--- src/rtl/spi_xfer_adc.sv ---
// rtl/spi_xfer_adc.sv - parametrised full-duplex SPI master (all CPOL/CPHA modes) for the ADC/DAC command path
module spi_xfer_adc #(
  parameter int Width    = 8,
  parameter int DivWidth = 8
) (
  input  logic                clk_i,
  input  logic                rst_i,
  input  logic                strw_i,
  input  logic [Width-1:0]    cmd_i,
  input  logic [DivWidth-1:0] kmax_i,
  input  logic                cpol_i,
  input  logic                cpha_i,
  input  logic                miso_i,
  output logic                mosi_o,
  output logic                dclk_o,
  output logic                cs_o,
  output logic                busy_o,
  output logic                eow_o,
  output logic [Width-1:0]    rdata_o,
  output logic                slow_clk_o
);

  localparam int EW = $clog2(2*Width+1);
  localparam logic [EW-1:0] ELAST = EW'(2*Width);

  typedef enum logic [2:0] {IDLE, SETUP, SHIFT, HOLD, DONE} state_t;

  state_t              state;
  logic [DivWidth-1:0] kmax_lat;
  logic [DivWidth-1:0] div_cnt;
  logic                cpol_lat;
  logic                cpha_lat;
  logic [Width-1:0]    tx_sh;
  logic [Width-1:0]    rx_sh;
  logic [EW-1:0]       edge_cnt;
  logic [EW-1:0]       edge_nxt;
  logic                tick;

  // The divider only runs in the three timed states; each tick ends one dclk half-period.
  assign tick       = ((state == SETUP) || (state == SHIFT) || (state == HOLD)) && (div_cnt == kmax_lat);
  assign slow_clk_o = tick;
  assign edge_nxt   = edge_cnt + EW'(1);

  always_ff @(posedge clk_i or negedge rst_i) begin
    if (!rst_i) begin
      state    <= IDLE;
      kmax_lat <= '0;
      div_cnt  <= '0;
      cpol_lat <= 1'b0;
      cpha_lat <= 1'b0;
      tx_sh    <= '0;
      rx_sh    <= '0;
      edge_cnt <= '0;
      mosi_o   <= 1'b0;
      dclk_o   <= 1'b0;
      cs_o     <= 1'b1;
      busy_o   <= 1'b0;
      eow_o    <= 1'b0;
      rdata_o  <= '0;
    end else begin
      eow_o <= 1'b0;
      case (state)
        IDLE: begin
          div_cnt <= '0;
          dclk_o  <= cpol_lat;
          if (strw_i) begin
            kmax_lat <= kmax_i;
            cpol_lat <= cpol_i;
            cpha_lat <= cpha_i;
            dclk_o   <= cpol_i;
            cs_o     <= 1'b0;
            busy_o   <= 1'b1;
            edge_cnt <= '0;
            rx_sh    <= '0;
            // With cpha=0 the first bit must be on the line before the first (sampling) edge.
            if (!cpha_i) begin
              mosi_o <= cmd_i[Width-1];
              tx_sh  <= cmd_i << 1;
            end else begin
              mosi_o <= 1'b0;
              tx_sh  <= cmd_i;
            end
            state <= SETUP;
          end
        end
        SETUP: begin
          if (tick) begin
            div_cnt <= '0;
            state   <= SHIFT;
          end else begin
            div_cnt <= div_cnt + DivWidth'(1);
          end
        end
        SHIFT: begin
          if (tick) begin
            div_cnt  <= '0;
            dclk_o   <= ~dclk_o;
            edge_cnt <= edge_nxt;
            // Odd edges sample when cpha=0, even edges sample when cpha=1; the other edge drives.
            if (edge_nxt[0] ^ cpha_lat) begin
              rx_sh <= {rx_sh[Width-2:0], miso_i};
            end else if (edge_nxt != ELAST) begin
              mosi_o <= tx_sh[Width-1];
              tx_sh  <= tx_sh << 1;
            end
            if (edge_nxt == ELAST) begin
              state <= HOLD;
            end
          end else begin
            div_cnt <= div_cnt + DivWidth'(1);
          end
        end
        HOLD: begin
          if (tick) begin
            div_cnt <= '0;
            eow_o   <= 1'b1;
            rdata_o <= rx_sh;
            cs_o    <= 1'b1;
            mosi_o  <= 1'b0;
            state   <= DONE;
          end else begin
            div_cnt <= div_cnt + DivWidth'(1);
          end
        end
        DONE: begin
          div_cnt <= '0;
          busy_o  <= 1'b0;
          state   <= IDLE;
        end
        default: begin
          state <= IDLE;
        end
      endcase
    end
  end

endmodule
--- config.mk ---
export PLATFORM = sky130hd
export DESIGN_NAME = spi_xfer_adc
export DESIGN_NICKNAME = d
export VERILOG_FILES = /design/src/rtl/spi_xfer_adc.sv
export SDC_FILE = /design/constraint.sdc
export NUM_CORES = 1
export LEC_CHECK = 0
export ABC_AREA = 0
export CELL_PAD_IN_SITES_DETAIL_PLACEMENT = 0
export CELL_PAD_IN_SITES_GLOBAL_PLACEMENT = 1
export CORE_UTILIZATION = 46
export DETAILED_ROUTE_END_ITERATION = 10
export HOLD_SLACK_MARGIN = 0.03
export PLACE_DENSITY = 0.8
export SLEW_MARGIN = 20
export SYNTH_ARGS = -nofsm -noshare
export SYNTH_HDL_FRONTEND = slang
export SYNTH_SLANG_ARGS = --single-unit
--- constraint.sdc ---
create_clock -name clk_i -period 4.4 [get_ports clk_i]
set_input_delay 0.66 -clock clk_i [delete_from_list [all_inputs] [get_ports clk_i]]
set_output_delay 0.66 -clock clk_i [all_outputs]
set_load 0.01 [all_outputs]
==> flow_summary.json, run 1 <==
{
  "fin_cells": 372,
  "clockBufferDepth": 2,
  "power_frac_seq_pct": 47.7,
  "ys_types": 45,
  "cts_resized": 0,
  "p_sw_share_pct": 36.06,
  "first_global_vias": 1909,
  "finish.utilization_pct": 57.69,
  "fin_setup_tns_ps": 0,
  "fmax_ghz": 0.3351,
  "maxCapViolCount": 0,
  "rows": 27,
  "chipHeight_um": 79.87,
  "critPathSlowestCell": "dfrtp_1",
  "io_buffers": 35,
  "synth_top_cell_area_share_pct": 48.45,
  "synth_area_per_cell_um2": 10.45,
  "cp_cell_sequence": "nor2_1, nor3_1, and3_1, clkdlybuf4s50_1",
  "cts_tree": "done",
  "crit_type": "reg -> out",
  "crit_arrival_ps": 2320,
  "max_slew_margin_pct": 39.77,
  "postCtsSetupBuffers": 0,
  "hold_class": "reg -> reg",
  "rsz0062_at_grt": "false",
  "gp_congestion": 0.7348,
  "synth_warnings": 0,
  "finalCritPeriodShare_pct": 67.82,
  "first_iter_violations": 152,
  "vias": 1969,
  "intPower_mw": 1.182,
  "ctsHoldBuffers": 0,
  "die_width_um": 79.87,
  "clock_latency_ps": 310,
  "clock-sinks": 55,
  "drt-wirelength-per-cell_um": 14.64,
  "endpoint_kind": "primary output",
  "min_period_ps": 2984,
  "start_util_pct": 49.14,
  "remaining_drc_errors": 0,
  "coreArea_um2": 5675,
  "p_per_area_nw_per_um2": 564.6,
  "clkTransAtPathRegs_ps": 100,
  "max_slew.worst_pin.slew_ps": 898.5,
  "synth_edf_count": 0,
  "gr-usage-all-layers_pct": 19.24,
  "postSynth.asyncResetShare_pct": 100.0,
  "grt_use_met2_pct": 30.17,
  "syn_area_um2": 2789,
  "antenna_cells": 0,
  "place_inst": 364,
  "hold_viol": 0,
  "dp_hpwl_mm": 3.751,
  "grt_pass1_wl_mm": 9.397,
  "syn_to_final_growth_pct": 17.41,
  "grt_util_met3_pct": 3.429,
  "p_sw_mw": 0.6667,
  "status": "finished clean",
  "synthTopCellsByArea": "dfrtp_1 48%, mux2_4 8.1%, nand2_1 7.7%",
  "final_antenna_net_count": 0,
  "vias_per_cell": 5.293,
  "synth_ff_type": "dfrtp_1",
  "use_met1_pct": 27.23,
  "ctsHtreeMaxLevel": 2,
  "synthesis.nets": 291,
  "drive_gt1_share_pct": 12.00,
  "required_ps": 3740,
  "num_io_pins": 36,
  "grt-busiest-layer": "met2",
  "yosysSeqAreaShare_pct": 49.39,
  "ir_worst_vdd_mv": 0.2610,
  "startpoint_type": "register",
  "yosysTopAreaCell": "dfrtp_1",
  "drt_pass1_iterations": 4,
  "synth-seq-cells": 55,
  "crit_fanout": 14,
  "cp_slowest_stage_delay_ps": 630,
  "p_leak_nw": 1.496,
  "clockPowerShare_pct": 16.2,
  "wl_mm": 5.447,
  "power_frac_comb_pct": 36.0,
  "cts_root_buf": "clkbuf_8",
  "synthCells": 267,
  "antenna_found_initial": 0,
  "grt_overflow": 0,
  "nNetsFinal": 323,
  "setup_viol": 0,
  "skew_ps": 9.378,
  "grt_start_max_net_pins": 56,
  "cts_buffers": 5,
  "die-area_um2": 6378,
  "drv_slew": 0
}
==> state kept, by name (all words and copies together), names as in the netlist <==
signal,cells
busy_o,1
edge_cnt,5
cs_o,1
kmax_lat,8
dclk_o,1
cpha_lat,1
state,3
eow_o,1
cpol_lat,1
tx_sh,8
div_cnt,8
rx_sh,8
rdata_o,8
mosi_o,1
==> power groups by stage <==
| stage | sequential (mW) | combinational [mW] | clock, mW |
|---|---|---|---|
| after floorplan | 0.841 | 0.513 | 0 |
| after global placement | 0.889 | 0.655 | 0 |
| after detailed placement | 0.893 | 0.672 | 0 |
| after CTS | 0.883 | 0.676 | 0.305 |
| after global routing | 0.910 | 0.762 | 0.327 |
| final | 0.883 | 0.666 | 0.300 |
==> cells by family (layout without fill, tap and decap cells) <==
kind of cell,Yosys count,in the layout,synth area share (%)
AO/OA/AOI/OAI,37,37,8.345
multiplexers,27,27,12.52
buffers and inverters,13,46,2.422
AND/OR/NAND/NOR,117,117,21.40
XOR/XNOR,16,16,5.025
flip-flops,55,55,49.39
adder cells (fa/ha/maj),2,2,0.8971
==> synth_stat cells, drive strengths merged (6+ instances only) <==
cell,instances
mux2,18
xor2,11
a21oi,6
nand2,57
mux2i,9
buf,6
nor2,10
nand3,15
clkbuf,6
dfrtp,54
o21ai,18
==> placed cells by master, fill, tap and decap left out, types with 2 or more instances in the layout <==
master / count
nand4_1: 3
nand2_1: 57
nor2_1: 10
xnor2_1: 5
nand2b_1: 5
dfrtp_1: 54
buf_4: 2
o21ai_0: 18
o22ai_1: 2
nor2b_1: 3
nand3b_1: 3
ha_1: 2
or3_1: 2
a21oi_1: 6
mux2_2: 3
nor3_1: 3
a211oi_1: 2
nand3_1: 14
clkbuf_8: 6
mux2_4: 15
a22o_1: 2
o2bb2ai_1: 2
xor2_1: 11
and4_1: 2
clkdlybuf4s50_1: 34
mux2i_1: 9
and3_1: 5
==> final cells by class <==
type,count,area (um^2)
Fill cell,519,2401
Sequential cell,55,1378
Multi-Input combinational cell,199,1344
Timing Repair Buffer,37,360.3
Tap cell,72,90.09
Clock buffer,6,82.58
Clock inverter,2,16.27
Inverter,1,3.754
==> stage by stage <==
stage | power [mW] | setup WS, ps | area, um^2 | hold slack, ps
final | 1.849 | 1416 | 3274 | 460.8
after global routing | 1.999 | 1166 | 3274 | 496.9
after CTS | 1.864 | 1423 | 3274 | 466.6
after detailed placement | 1.564 | 1640 | 3176 | 451.4
after global placement | 1.544 | 1670 | 3176 | 444.3
after floorplan | 1.354 | 2572 | 2789 | 364.4
==> critical path, delay by kind of cell, from the launching register on <==
family	cells	cell delay (ps)
simple gates	3	850
buf+inv	1	540
flops	1	630
==> metal layers <==
layer  vias to the layer above  share of wire (%)
li1                        984                  -
met1                       955                 51
met2                        23                 46
met3                         7                2.4
met4                         0                1.1
met5                         -                  0
==> path summary, 6_finish.rpt <==
check,startpoint,end,slack (ps),cells after the start
max,state[0]$_DFFE_PN0P_,slow_clk_o,1420,4
min reg2reg,cs_o$_DFFE_PN1P_,cs_o$_DFFE_PN1P_,460,2
min in group asynchronous,rst_i,edge_cnt[0]$_DFFE_PN0P_,480,2
max reg2reg,state[0]$_DFFE_PN0P_,tx_sh[6]$_DFFE_PN0P_,1760,5
min,cs_o$_DFFE_PN1P_,cs_o$_DFFE_PN1P_,460,2
max in group asynchronous,rst_i,kmax_lat[3]$_DFFE_PN0P_,3470,2
(Power assumes the default switching activity.)
==> inputs of run 2 (changes only) <==
CORE_UTILIZATION = 43   (was 46)
PLACE_DENSITY = 0.75   (was 0.8)
clock period = 2.8 ns   (was 4.4 ns; I/O delays follow)
==> run 2 against run 1 <==
Compared with the run above: die area is 6.8% higher; clock skew is 2.9 ps lower; utilization is 3.5 points lower; sequential power is 52% higher; critical path type unchanged.
==> flow_summary.json, run 2 (synthesis gave the netlist of run 1 again) <==
{
  "final_antenna_net_count": 0,
  "critPathSlowestCell": "clkdlybuf4s50_1",
  "start_util_pct": 45.75,
  "die_width_um": 82.54,
  "multi_input_area_um2": 1344,
  "critPathBufInv": 1,
  "setup_viol": 0,
  "remaining_drc_errors": 0,
  "first_iter_violations": 120,
  "status": "finished clean",
  "maxCapViolCount": 0,
  "drive_gt1_share_pct": 13.07,
  "crit_arrival_ps": 2110,
  "endpoint_kind": "primary output",
  "die-area_um2": 6812,
  "required_ps": 2380,
  "gr-usage-all-layers_pct": 19.33,
  "placed_area_um2": 3224,
  "seqCellArea_um2": 1378,
  "grt_pass1_wl_mm": 9.929,
  "max_slew_margin_pct": 57.38,
  "nNetsFinal": 329,
  "ctsHoldBuffers": 0,
  "fillers": 567,
  "hold_viol": 0,
  "finalCritPeriodShare_pct": 90.35,
  "critical_path.startpoint": "div_cnt[3]$_DFFE_PN0P_",
  "final_area_um2": 3306,
  "ir_worst_vdd_mv": 0.4448,
  "cts_resized": 0,
  "first_global_vias": 1980,
  "grt_overflow": 0,
  "num_io_pins": 36,
  "r2r-start": "div_cnt[3]$_DFFE_PN0P_",
  "cts_tree": "done",
  "max_slew.worst_pin.slew_ps": 639.3,
  "wl_mm": 5.776,
  "drt-wirelength-per-cell_um": 15.16,
  "syn_to_final_growth_pct": 18.53,
  "drv_slew": 0,
  "antenna_found_initial": 0,
  "skew_ps": 6.438,
  "mostFrequentLayoutCells": "57 x nand2_1, 54 x dfrtp_1, 34 x clkdlybuf4s50_1",
  "rsz0062_at_grt": "false",
  "cp_slowest_stage_delay_ps": 540,
  "io_buffers": 35,
  "grt_start_max_net_pins": 32,
  "clockBufferDepth": 2,
  "final_common_cell": "nand2_1",
  "vias": 1973,
  "p_per_area_nw_per_um2": 878.1,
  "dp_hpwl_mm": 4.117,
  "fin_setup_tns_ps": 0,
  "hold_class": "in -> async",
  "cts_buffers": 5,
  "fmax_ghz": 0.3953,
  "drt_pass1_iterations": 4,
  "coreArea_um2": 6096,
  "gp_congestion": 0.7708,
  "p_leak_nw": 1.521,
  "clkTransAtPathRegs_ps": 100,
  "startpoint_type": "register",
  "cp_cell_sequence": "xor2_1, nor4_4, and3_1, clkdlybuf4s50_1",
  "ctsHtreeMaxLevel": 2,
  "chipHeight_um": 82.54,
  "cts_root_buf": "clkbuf_8",
  "vias_per_cell": 5.178,
  "antenna_cells": 0,
  "crit_family": "simple AND/OR/NAND/NOR gates",
  "clock-sinks": 55,
  "clock_latency_ps": 300,
  "postCtsSetupBuffers": 0,
  "min_period_ps": 2530,
  "crit_fanout": 5,
  "crit_type": "reg -> out",
  "rows": 28
}
[run 2: path summary, 6_finish.rpt]
path	endpoint	slack, ps	depth (start not counted)
worst max register to register	rdata_o[5]$_DFFE_PN0P_	590	5
worst min-delay path	eow_o$_DFF_PN0_	100	1
worst min register to register	cs_o$_DFFE_PN1P_	460	2
max in group asynchronous	rx_sh[2]$_DFFE_PN0P_	1880	2
worst max-delay path	slow_clk_o	270	4
min in group clk_i	cs_o$_DFFE_PN1P_	460	2
[run 2: stage by stage]
stage                     util, %  power (mW)  instances  hold WS (ps)  setup slack [ps]
after floorplan                 -       2.128        267         124.4             972.4
after global placement      52.89       2.477        373         444.1             627.3
after detailed placement    52.89       2.496        373         450.8             600.7
after CTS                   54.23       2.931        381         117.9             253.7
after global routing        54.23       3.144        381         133.5             144.6
final                       54.23       2.903        381         100.1             270.3
[run 2: layer usage]
layer / vias up / GRT usage, % / part of all wire (%)
met5: - / 0 / 0
met2: 28 / 30.25 / 45
met1: 940 / 28.04 / 51
met3: 5 / 3.516 / 3.1
li1: 1000 / - / -
met4: 0 / 3.621 / 0.66
[run 2: area by class of cell]
type / count / share of cell area, %
sequential: 55 / 41.67
multi-input combinational: 199 / 40.65
timing repair buffer: 43 / 12.26
tap: 75 / 2.839
clock buffer: 7 / 2.309
clock inverter: 1 / 0.1514
inverter: 1 / 0.1136
[run 2: worst register-to-register path, stage by stage (launching register included)]
cell     delay (ps)
dfrtp_1         450
xor2_1          210
nor4_4          360
and3_1          470
nand3_4         250
mux2_4          360
[run 2: power by group]
group / internal (mW) / switching [mW]
logic: 0.586 / 0.548
clock network: 0.177 / 0.251
registers: 1.10 / 0.245
